[src/rtl/axi_wr_master_if.sv]
// axi_wr_master_if
//   AXI4 write-address, write-data and write-response channel bundle.
//   master modport : AW/W payload + valids out, readies in; B in, BREADY out.
//   slave  modport : mirror of master.
interface axi_wr_master_if;
    logic [3:0]  AWID;
    logic [63:0] AWADDR;
    logic [7:0]  AWLEN;
    logic [2:0]  AWSIZE;
    logic [1:0]  AWBURST;
    logic        AWVALID;
    logic        AWREADY;
    logic [63:0] WDATA;
    logic [7:0]  WSTRB;
    logic        WLAST;
    logic        WVALID;
    logic        WREADY;
    logic [3:0]  BID;
    logic [1:0]  BRESP;
    logic        BVALID;
    logic        BREADY;

    modport master (
        output AWID, AWADDR, AWLEN, AWSIZE, AWBURST, AWVALID,
        input  AWREADY,
        output WDATA, WSTRB, WLAST, WVALID,
        input  WREADY,
        input  BID, BRESP, BVALID,
        output BREADY
    );

    modport slave (
        input  AWID, AWADDR, AWLEN, AWSIZE, AWBURST, AWVALID,
        output AWREADY,
        input  WDATA, WSTRB, WLAST, WVALID,
        output WREADY,
        output BID, BRESP, BVALID,
        input  BREADY
    );
endinterface

[src/rtl/axi_wr_master.sv]
// axi_wr_master
//   Turns a single-cycle store request from the memory stage into one
//   single-beat AXI4 write (AW + W + B). One store in flight at a time;
//   mm_wready stays low until the B response has been taken, so stores
//   retire in program order.
//
// Ports
//   clk, rstn         clock, asynchronous active-low reset
//   mm_addr/mm_wdata  store byte address / LSB-aligned store data
//   mm_wlen           byte count 1/2/4/8 (anything else behaves as 8)
//   mm_wen            store request, held until accepted
//   mm_wready         high only while idle
//   mm_wdone          one-cycle pulse after the B handshake
//   axi               AXI write channels (master modport)
//   wr_err            sticky error flag
//   wr_err_addr       AWADDR of the first erroring write
//
// Build option
//   AXI_WR_RESP_CHECK_EN : when defined, non-OKAY BRESP sets wr_err and
//   captures wr_err_addr; otherwise both are tied to 0 and BRESP is ignored.
module axi_wr_master #(
    parameter logic [3:0] AWID_VAL = 4'd1
) (
    input  logic                 clk,
    input  logic                 rstn,
    input  logic [63:0]          mm_addr,
    input  logic [63:0]          mm_wdata,
    input  logic [3:0]           mm_wlen,
    input  logic                 mm_wen,
    output logic                 mm_wready,
    output logic                 mm_wdone,
    axi_wr_master_if.master      axi,
    output logic                 wr_err,
    output logic [63:0]          wr_err_addr
);
    typedef enum logic [1:0] {IDLE, SEND, RESP} state_t;

    state_t      state, state_nxt;
    logic        accept, aw_hs, w_hs, b_hs;
    logic        awvalid_q, wvalid_q, aw_done, w_done;
    logic [63:0] awaddr_q, wdata_q;
    logic [7:0]  wstrb_q;
    logic [2:0]  awsize_q;
    logic [7:0]  len_mask;
    logic [2:0]  size_dec;
    logic        bready;

    assign accept = mm_wen & mm_wready;
    assign aw_hs  = awvalid_q & axi.AWREADY;
    assign w_hs   = wvalid_q & axi.WREADY;
    assign b_hs   = bready & axi.BVALID;

    // Byte-count decode; unsupported counts fall through to a full doubleword.
    always_comb begin
        len_mask = 8'hFF;
        size_dec = 3'd3;
        case (mm_wlen)
            4'd1:    begin len_mask = 8'h01; size_dec = 3'd0; end
            4'd2:    begin len_mask = 8'h03; size_dec = 3'd1; end
            4'd4:    begin len_mask = 8'h0F; size_dec = 3'd2; end
            default: begin len_mask = 8'hFF; size_dec = 3'd3; end
        endcase
    end

    always_ff @(posedge clk or negedge rstn) begin
        if (!rstn) state <= IDLE;
        else       state <= state_nxt;
    end

    // Readiness and BREADY come straight from state so a reset drops them
    // without waiting for a clock edge.
    always_comb begin
        state_nxt = state;
        mm_wready = 1'b0;
        bready    = 1'b0;
        case (state)
            IDLE: begin
                mm_wready = 1'b1;
                if (mm_wen) state_nxt = SEND;
            end
            SEND: begin
                // A handshake in this cycle counts as done for the exit test.
                if ((aw_done | aw_hs) & (w_done | w_hs)) state_nxt = RESP;
            end
            RESP: begin
                bready = 1'b1;
                if (axi.BVALID) state_nxt = IDLE;
            end
            default: state_nxt = IDLE;
        endcase
    end

    always_ff @(posedge clk or negedge rstn) begin
        if (!rstn) begin
            awaddr_q  <= '0;
            wdata_q   <= '0;
            wstrb_q   <= '0;
            awsize_q  <= '0;
            awvalid_q <= 1'b0;
            wvalid_q  <= 1'b0;
            aw_done   <= 1'b0;
            w_done    <= 1'b0;
            mm_wdone  <= 1'b0;
        end else begin
            mm_wdone <= b_hs;
            if (accept) begin
                awaddr_q  <= mm_addr;
                awsize_q  <= size_dec;
                // Lanes past byte 7 are shifted out: no second beat is issued.
                wdata_q   <= mm_wdata << {mm_addr[2:0], 3'b000};
                wstrb_q   <= len_mask << mm_addr[2:0];
                awvalid_q <= 1'b1;
                wvalid_q  <= 1'b1;
                aw_done   <= 1'b0;
                w_done    <= 1'b0;
            end else begin
                if (aw_hs) begin
                    awvalid_q <= 1'b0;
                    aw_done   <= 1'b1;
                end
                if (w_hs) begin
                    wvalid_q <= 1'b0;
                    w_done   <= 1'b1;
                end
            end
        end
    end

    assign axi.AWID    = AWID_VAL;
    assign axi.AWADDR  = awaddr_q;
    assign axi.AWLEN   = 8'd0;
    assign axi.AWSIZE  = awsize_q;
    assign axi.AWBURST = 2'b01;
    assign axi.AWVALID = awvalid_q;
    assign axi.WDATA   = wdata_q;
    assign axi.WSTRB   = wstrb_q;
    assign axi.WLAST   = wvalid_q;
    assign axi.WVALID  = wvalid_q;
    assign axi.BREADY  = bready;

`ifdef AXI_WR_RESP_CHECK_EN
    always_ff @(posedge clk or negedge rstn) begin
        if (!rstn) begin
            wr_err      <= 1'b0;
            wr_err_addr <= '0;
        end else if (b_hs && axi.BRESP != 2'b00) begin
            wr_err <= 1'b1;
            if (!wr_err) wr_err_addr <= awaddr_q;
        end
    end

    logic unused_ok;
    assign unused_ok = ^axi.BID;
`else
    assign wr_err      = 1'b0;
    assign wr_err_addr = '0;

    logic unused_ok;
    assign unused_ok = ^{axi.BID, axi.BRESP};
`endif
endmodule
[src/flat_wrapper.sv]
// flat-port wrapper written by rule: the top's interface ports become plain ports
module axi_wr_master_flat 
#(
    parameter logic [3:0] AWID_VAL = 4'd1
)
  (clk, rstn, mm_addr, mm_wdata, mm_wlen, mm_wen, mm_wready, mm_wdone, wr_err, wr_err_addr, axi_AWID, axi_AWADDR, axi_AWLEN, axi_AWSIZE, axi_AWBURST, axi_AWVALID, axi_AWREADY, axi_WDATA, axi_WSTRB, axi_WLAST, axi_WVALID, axi_WREADY, axi_BID, axi_BRESP, axi_BVALID, axi_BREADY);
  axi_wr_master_if axi_i ();
  input  logic clk;
  input  logic rstn;
  input  logic [63:0] mm_addr;
  input  logic [63:0] mm_wdata;
  input  logic [3:0] mm_wlen;
  input  logic mm_wen;
  output logic mm_wready;
  output logic mm_wdone;
  output logic wr_err;
  output logic [63:0] wr_err_addr;
  output wire logic [$bits(axi_i.AWID)-1:0] axi_AWID;
  output wire logic [$bits(axi_i.AWADDR)-1:0] axi_AWADDR;
  output wire logic [$bits(axi_i.AWLEN)-1:0] axi_AWLEN;
  output wire logic [$bits(axi_i.AWSIZE)-1:0] axi_AWSIZE;
  output wire logic [$bits(axi_i.AWBURST)-1:0] axi_AWBURST;
  output wire logic [$bits(axi_i.AWVALID)-1:0] axi_AWVALID;
  input wire logic [$bits(axi_i.AWREADY)-1:0] axi_AWREADY;
  output wire logic [$bits(axi_i.WDATA)-1:0] axi_WDATA;
  output wire logic [$bits(axi_i.WSTRB)-1:0] axi_WSTRB;
  output wire logic [$bits(axi_i.WLAST)-1:0] axi_WLAST;
  output wire logic [$bits(axi_i.WVALID)-1:0] axi_WVALID;
  input wire logic [$bits(axi_i.WREADY)-1:0] axi_WREADY;
  input wire logic [$bits(axi_i.BID)-1:0] axi_BID;
  input wire logic [$bits(axi_i.BRESP)-1:0] axi_BRESP;
  input wire logic [$bits(axi_i.BVALID)-1:0] axi_BVALID;
  output wire logic [$bits(axi_i.BREADY)-1:0] axi_BREADY;
  assign axi_AWID = axi_i.AWID;
  assign axi_AWADDR = axi_i.AWADDR;
  assign axi_AWLEN = axi_i.AWLEN;
  assign axi_AWSIZE = axi_i.AWSIZE;
  assign axi_AWBURST = axi_i.AWBURST;
  assign axi_AWVALID = axi_i.AWVALID;
  assign axi_i.AWREADY = axi_AWREADY;
  assign axi_WDATA = axi_i.WDATA;
  assign axi_WSTRB = axi_i.WSTRB;
  assign axi_WLAST = axi_i.WLAST;
  assign axi_WVALID = axi_i.WVALID;
  assign axi_i.WREADY = axi_WREADY;
  assign axi_i.BID = axi_BID;
  assign axi_i.BRESP = axi_BRESP;
  assign axi_i.BVALID = axi_BVALID;
  assign axi_BREADY = axi_i.BREADY;
  axi_wr_master #(.AWID_VAL(AWID_VAL)) u_core (.clk(clk), .rstn(rstn), .mm_addr(mm_addr), .mm_wdata(mm_wdata), .mm_wlen(mm_wlen), .mm_wen(mm_wen), .mm_wready(mm_wready), .mm_wdone(mm_wdone), .axi(axi_i), .wr_err(wr_err), .wr_err_addr(wr_err_addr));
endmodule
[config.mk]
export PLATFORM = sky130hd
export DESIGN_NAME = axi_wr_master_flat
export DESIGN_NICKNAME = d
export VERILOG_FILES = /design/src/rtl/axi_wr_master_if.sv /design/src/rtl/axi_wr_master.sv /design/src/flat_wrapper.sv
export SDC_FILE = /design/constraint.sdc
export NUM_CORES = 1
export LEC_CHECK = 0
export ABC_AREA = 1
export ABC_CLOCK_PERIOD_IN_PS = 2150
export CAP_MARGIN = 20
export CORE_AREA = 3 3 143 145
export DETAILED_ROUTE_END_ITERATION = 7
export DIE_AREA = 0 0 146 148
export GPL_TIMING_DRIVEN = 0
export HOLD_SLACK_MARGIN = 0.02
export PLACE_DENSITY = 0.86
export SLEW_MARGIN = 20
export SYNTH_ARGS = -nofsm -noshare
export SYNTH_HDL_FRONTEND = slang
export SYNTH_SLANG_ARGS = --single-unit
[constraint.sdc]
create_clock -name clk -period 2.15 [get_ports clk]
set_input_delay 0.43 -clock clk [delete_from_list [all_inputs] [get_ports clk]]
set_output_delay 0.43 -clock clk [all_outputs]
set_load 0.01 [all_outputs]
==> impl_metrics.yaml, run 1 <==
global_route:
  grt_pass1_vias: 7650
  overflow: 0
  grt_max_degree: 75
  grt_pass1_wl_um: 44000
  antenna_found_initial: 4
  track_usage_pct: 26.5
yosys:
  yosysTopAreaCellShare_pct: 48.5
  synth.avg_cell_area_um2: 8.01
  synth_top_cells_by_area: "dfrtp_1 (49%), nand2_1 (21%), buf_4 (8.4%)"
  yosys.area.top_type: "dfrtp_1"
  synth_cell_type_count: 31
  synthCells: 934
  ys_ff_latch: 145
  syn_area_um2: 7480
  yosysWarnings: 0
  seq_area_frac_synth_pct: 48.5
placed_design:
  gp_congestion: 0.920
  place_inst: 1558
  post-dp-hpwl_um: 22900
  port_buffers: 280
  place_ws_ns: -0.242
timing:
  fin_crit_sh_pct: 94.4
  fin_ws_ns: 0.121
  hold_viol: 0
  hold-worst-slack_ns: 0.442
  report.final.slew_viol_count: 0
  relSlewSlack_pct: 52.0
  finalSetupViolCount: 0
  rsz0062_at_grt: "false"
  tightest_slew_ns: 0.721
  finClkSkew_ns: 0.00712
  fmax_mhz: 493
  period_minus_slack_ns: 2.03
routing:
  ant_nets: 0
  vias: 7693
  drc: 0
  totalWireLength_um: 29200
  drt-initial-drc-count: 548
  routed_via_density: 4.83
  dr.pass1.iters: 5
  wire_per_inst_um: 18.3
floorplan:
  rows: 51
  dieArea_um2: 21600
  initial_core_util_pct: 38.7
  core_area_um2: 19300
  die_x_um: 146
  die_y_um: 148
  ioPinCount: 368
critical_path:
  end_kind: "output port"
  start_kind: "register"
  arrival_ns: 1.60
  critPathKind: "reg2out"
  cp-startpoint: "u_core.state[1]$_DFFE_PN0P_"
  r2r-start: "u_core.state[0]$_DFFE_PN0P_"
  cp_max_fo: 3
  cp.required_ns: 1.72
layout:
  fillers: 1681
  multiInputGateArea_um2: 3160
  seqCellArea_um2: 3630
  drive_gt1_share_pct: 12.5
  nNetsFinal: 1457
  area_delta_synth_final_pct: 54.1
  final_cells: 1594
clocking:
  clockRootBuffer: "clkbuf_16"
  cts_tree: "yes"
  cts_resized: 0
  clk_pin_slew_ns: 0.06
  clock_latency_ns: 0.41
  htree_num_levels: 4
  cts_made_buffers: 17
  clock_path_buffers: 2
  clock_sinks: 145
power_and_ir_drop:
  irDropWorstVdd_uv: 500
  power.leakage_uw: 0.00564
  p_per_area_nw_per_um2: 1190
run_status:
  outcome: "finished clean"
hold_path:
  worstHoldStart: "mm_addr[1]"
  hp-class: "in2reg"
run:
  drv_cap: 0
[timing repair]
| action | 4_1_cts | 5_1_grt |
|---|---|---|
| endpoints found under the hold margin | 44 | 0 |
| hold buffers | 1 | 0 |
| setup buffers | 0 | 0 |
[power breakdown]
part,internal (uW),switching (uW)
Sequential,3910,714
Combinational,3130,3050
Clock,1650,1240
Total,8690,5010
[flip-flops by register name, summed over array words and instances, names as in the netlist]
register,cells
u_core.axi.WDATA,64
u_core.aw_done,1
u_core.axi.WSTRB,8
u_core.mm_wdone,1
u_core.axi.AWSIZE,2
u_core.w_done,1
u_core.state,2
u_core.axi.AWADDR,64
u_core.axi.AWVALID,1
u_core.axi.WLAST,1
[metal layers]
layer | track usage [%] | part of all wire [%] | vias up
met1 | 31.1 | 37 | 3549
met2 | 46.0 | 50 | 484
met5 | 0 | 0.058 | -
li1 | - | - | 3595
met3 | 7.14 | 9.9 | 63
met4 | 11.3 | 3.4 | 2
[synth_stat cells]
| cell type | n |
|---|---|
| o21ai_0 | 35 |
| buf_2 | 27 |
| o211ai_1 | 16 |
| dfrtp_1 | 145 |
| or2_1 | 8 |
| buf_1 | 2 |
| o21ai_1 | 33 |
| a21oi_1 | 6 |
| o211ai_2 | 4 |
| a21o_1 | 2 |
| nor2_1 | 20 |
| nand2_2 | 2 |
| mux2i_1 | 13 |
| a22oi_1 | 8 |
| nand2_1 | 413 |
| clkinv_1 | 1 |
| inv_2 | 5 |
| nand3_2 | 1 |
| clkbuf_1 | 16 |
| buf_6 | 4 |
| buf_4 | 84 |
| nand4_1 | 1 |
| nor2_4 | 5 |
| conb_1 | 2 |
| o221ai_1 | 13 |
| nand2_4 | 1 |
| nor3_1 | 1 |
| a31oi_1 | 2 |
| a22o_1 | 1 |
| inv_1 | 23 |
| nand3_1 | 40 |
[layout make-up]
class	count	area share (%)
Clock inverter	13	1.11
Clock buffer	19	3.84
Buffer	133	7.62
Timing Repair Buffer	282	24.7
Multi-Input combinational cell	705	27.4
Inverter	29	0.944
Tap cell	265	2.88
Sequential cell	145	31.5
Antenna cell	3	0.0651
[per-stage QoR]
stage / setup TNS [ns] / total power (uW) / utilization [%] / cell area, um^2
global route: 0 / 14500 / 59.6 / 11500
CTS: 0 / 13800 / 59.6 / 11500
finish: 0 / 13700 / 59.6 / 11500
global placement: -753.62 / 10700 / 56.4 / 10900
detailed placement: -2.73 / 10800 / 56.6 / 10900
floorplan: 0 / 7180 / - / 7770
[cells by family (layout without fill, tap and decap cells)]
logic type      Yosys count  in the layout  share of synthesized area [%]
simple gates            492            492                           26.4
buf+inv                 162            476                           13.2
mux                      13             13                           1.74
flops                   145            145                           48.5
compound gates          120            120                           10.0
other cells               2             83                          0.100
[critical path, stage by stage, from the launching register on]
cell,delay [ns]
dfrtp_1,0.39
inv_1,0.08
nor2_1,0.13
clkdlybuf4s50_1,0.58
[cells in the final DEF (no fill, tap or decap), drive strengths merged]
cell / synthesis / layout
buf: 117 / 119
o211ai: 20 / 20
a21o: 2 / 2
o21ai: 68 / 68
mux2i: 13 / 13
o221ai: 13 / 13
diode: 0 / 3
nand3: 41 / 41
inv: 28 / 33
a22o: 1 / 1
clkdlybuf4s50: 0 / 279
dlygate4sd3: 0 / 1
bufinv: 0 / 1
nand4: 1 / 1
dfrtp: 145 / 145
nor2: 25 / 25
nor3: 1 / 1
nand2: 416 / 416
a22oi: 8 / 8
clkinv: 1 / 5
a21oi: 6 / 6
clkinvlp: 0 / 3
conb: 2 / 80
clkbuf: 16 / 35
or2: 8 / 8
a31oi: 2 / 2
[worst paths after layout]
| check | endpoint | slack [ns] | depth (start not counted) |
|---|---|---|---|
| max | axi_BREADY | 0.12 | 3 |
| max reg2reg | u_core.axi.AWADDR[10]$_DFFE_PN0P_ | 0.45 | 6 |
| min | u_core.axi.WDATA[8]$_DFFE_PN0P_ | 0.44 | 3 |
| min in group asynchronous | u_core.axi.WDATA[55]$_DFFE_PN0P_ | 0.56 | 2 |
| max in group asynchronous | u_core.axi.AWADDR[7]$_DFFE_PN0P_ | 0.82 | 3 |
| min reg2reg | u_core.axi.AWADDR[15]$_DFFE_PN0P_ | 0.48 | 2 |
No activity file was read; power rests on OpenSTA's default activity.
==> run 2, diff against run 1 <==
CTS_CLUSTER_SIZE = 16   (was not set)
PLACE_DENSITY = 0.75   (was 0.86)
==> run 2 against run 1 <==
Fmax decreased by 1.5%. First-iteration DRC count increased by 1.5%. Cell area increased by 0.52%. Sequential cell count unchanged. Critical path depth decreased by 1. Sequential power about the same. Register-to-register slack improved by 0.06 ns. Global-route usage about the same. Utilization increased by 0.31 points. Worst setup slack got worse by 0.032 ns. Non-clock buffer count unchanged.
==> impl_metrics.yaml, run 2 (synthesis results as in run 1) <==
floorplan:
  ioPinCount: 368
  die_y_um: 148
  rows: 51
  initial_core_util_pct: 38.7
  core_area_um2: 19300
  die_x_um: 146
  dieArea_um2: 21600
placed_design:
  dpl_cell_area_um2: 10900
  port_buffers: 280
  post-dp-hpwl_um: 22600
  gp_congestion: 0.956
layout:
  fillers: 1703
  nNetsFinal: 1457
  area_delta_synth_final_pct: 54.9
  drive_gt1_share_pct: 12.4
  fin_area_um2: 11600
  final_common_cell: "nand2_1"
  mostFrequentLayoutCells: "nand2_1 (413), clkdlybuf4s50_1 (279), dfrtp_1 (145)"
  final_core_util_pct: 59.9
  n_antenna_cell: 0
timing:
  report.final.slew_viol_count: 0
  hold-worst-slack_ns: 0.430
  fin_crit_sh_pct: 95.8
  hold_viol: 0
  finalSetupViolCount: 0
  finClkSkew_ns: 0.00833
  period_minus_slack_ns: 2.06
  relSlewSlack_pct: 49.6
  rsz0062_at_grt: "false"
  fmax_mhz: 485
  tightest_slew_ns: 0.755
routing:
  drt-initial-drc-count: 556
  wire_per_inst_um: 18.4
  drc: 0
  vias: 7632
  dr.pass1.iters: 5
  ant_nets: 0
  totalWireLength_um: 29200
  routed_via_density: 4.80
critical_path:
  critPathBufInv: 1
  cp_slowest_cell: "clkdlybuf4s50_1"
  critPathKind: "reg2out"
  arrival_ns: 1.63
  worstPathCellList: "nor2_1, clkdlybuf4s50_1"
  reg2reg_depth: 6
  start_kind: "register"
  cp_top_family: "buffers and inverters"
  cp_max_fo: 4
  cp.required_ns: 1.72
  end_kind: "output port"
  cpPeakStageDelay_ns: 0.59
  worst-path-stages: 2
run_status:
  outcome: "finished clean"
power_and_ir_drop:
  irDropWorstVdd_uv: 600
  power_uw: 14000
  p_per_area_nw_per_um2: 1210
  power.leakage_uw: 0.00567
clocking:
  clk_pin_slew_ns: 0.06
  htree_num_levels: 4
  clock_latency_ns: 0.42
  clock_sinks: 145
  cts_made_buffers: 17
  clock_path_buffers: 2
  clockRootBuffer: "clkbuf_16"
  cts_tree: "yes"
global_route:
  grt_pass1_vias: 7588
  antenna_found_initial: 1
  track_usage_pct: 26.5
  grt_pass1_wl_um: 43800
  grt_max_degree: 91
  overflow: 0
hold_path:
  min_path_cells: 3
  hp-class: "in2reg"
run:
  drv_cap: 0
run 2: cell types whose count changed in the layout (fill, tap and decap cells not counted), sizes merged:
| cell | before | now |
|---|---|---|
| bufinv | 1 | 5 |
| inv | 33 | 29 |
| diode | 3 | 0 |
| clkbuf | 35 | 34 |
| clkinvlp | 3 | 2 |
run 2: stage by stage:
step / worst slack (ns) / std cells / TNS [ns]
floorplan: 0.798 / 1012 / 0
detailed placement: -0.309 / 1558 / -2.95
global placement: -5.47 / 1557 / -793.31
global route: 0.0485 / 1589 / 0
finish: 0.0898 / 1589 / 0
CTS: 0.0806 / 1589 / 0
run 2: final timing paths:
kind | from | slack [ns] | to
max | u_core.state[0]$_DFFE_PN0P_ | 0.09 | axi_BREADY
min | mm_addr[1] | 0.43 | u_core.axi.WDATA[8]$_DFFE_PN0P_
max reg2reg | u_core.state[0]$_DFFE_PN0P_ | 0.51 | u_core.axi.WSTRB[4]$_DFFE_PN0P_
min reg2reg | u_core.axi.AWADDR[2]$_DFFE_PN0P_ | 0.48 | u_core.axi.AWADDR[2]$_DFFE_PN0P_
max in group asynchronous | rstn | 0.80 | u_core.axi.AWADDR[16]$_DFFE_PN0P_
min in group asynchronous | rstn | 0.53 | u_core.axi.WDATA[54]$_DFFE_PN0P_
run 2: final cells by class:
| type | count | area (um^2) | area share (%) |
|---|---|---|---|
| buffer | 133 | 878 | 7.58 |
| clock buffer | 18 | 429 | 3.70 |
| clock inverter | 12 | 209 | 1.80 |
| inverter | 29 | 109 | 0.939 |
| multi-input combinational | 705 | 3160 | 27.3 |
| sequential | 145 | 3630 | 31.3 |
| tap | 265 | 332 | 2.86 |
| timing repair buffer | 282 | 2850 | 24.6 |
run 2: repair_timing:
item / 4_1_cts / 5_1_grt
setup endpoints to repair: 0 / 0
hold endpoints to repair: 55 / 0
buffers inserted: 0 / 0
hold buffers: 1 / 0
resized for setup: 0 / 0
run 2: worst register-to-register path, stage by stage (launching register included):
cell	delay, ns
dfrtp_1	0.43
nor2_4	0.06
nand2_4	0.16
clkbuf_1	0.60
a21oi_1	0.08
nand2_1	0.13
nand2_1	0.06
run 2: power breakdown:
part / switching (uW) / leakage (uW) / internal (uW) / total [uW]
combinational: 3010 / 0.00353 / 3130 / 6140
sequential: 701 / 0.00183 / 3920 / 4620
clock: 1190 / 0.000303 / 2060 / 3250
run 2: per-layer routing:
metal  track usage, %  vias to the layer above  part of all wire (%)
li1                 -                     3593                     -
met1             31.2                     3525                    37
met2             44.4                      444                    48
met3             8.92                       68                    11
met4             11.5                        2                   3.7
met5                0                        -                 0.041
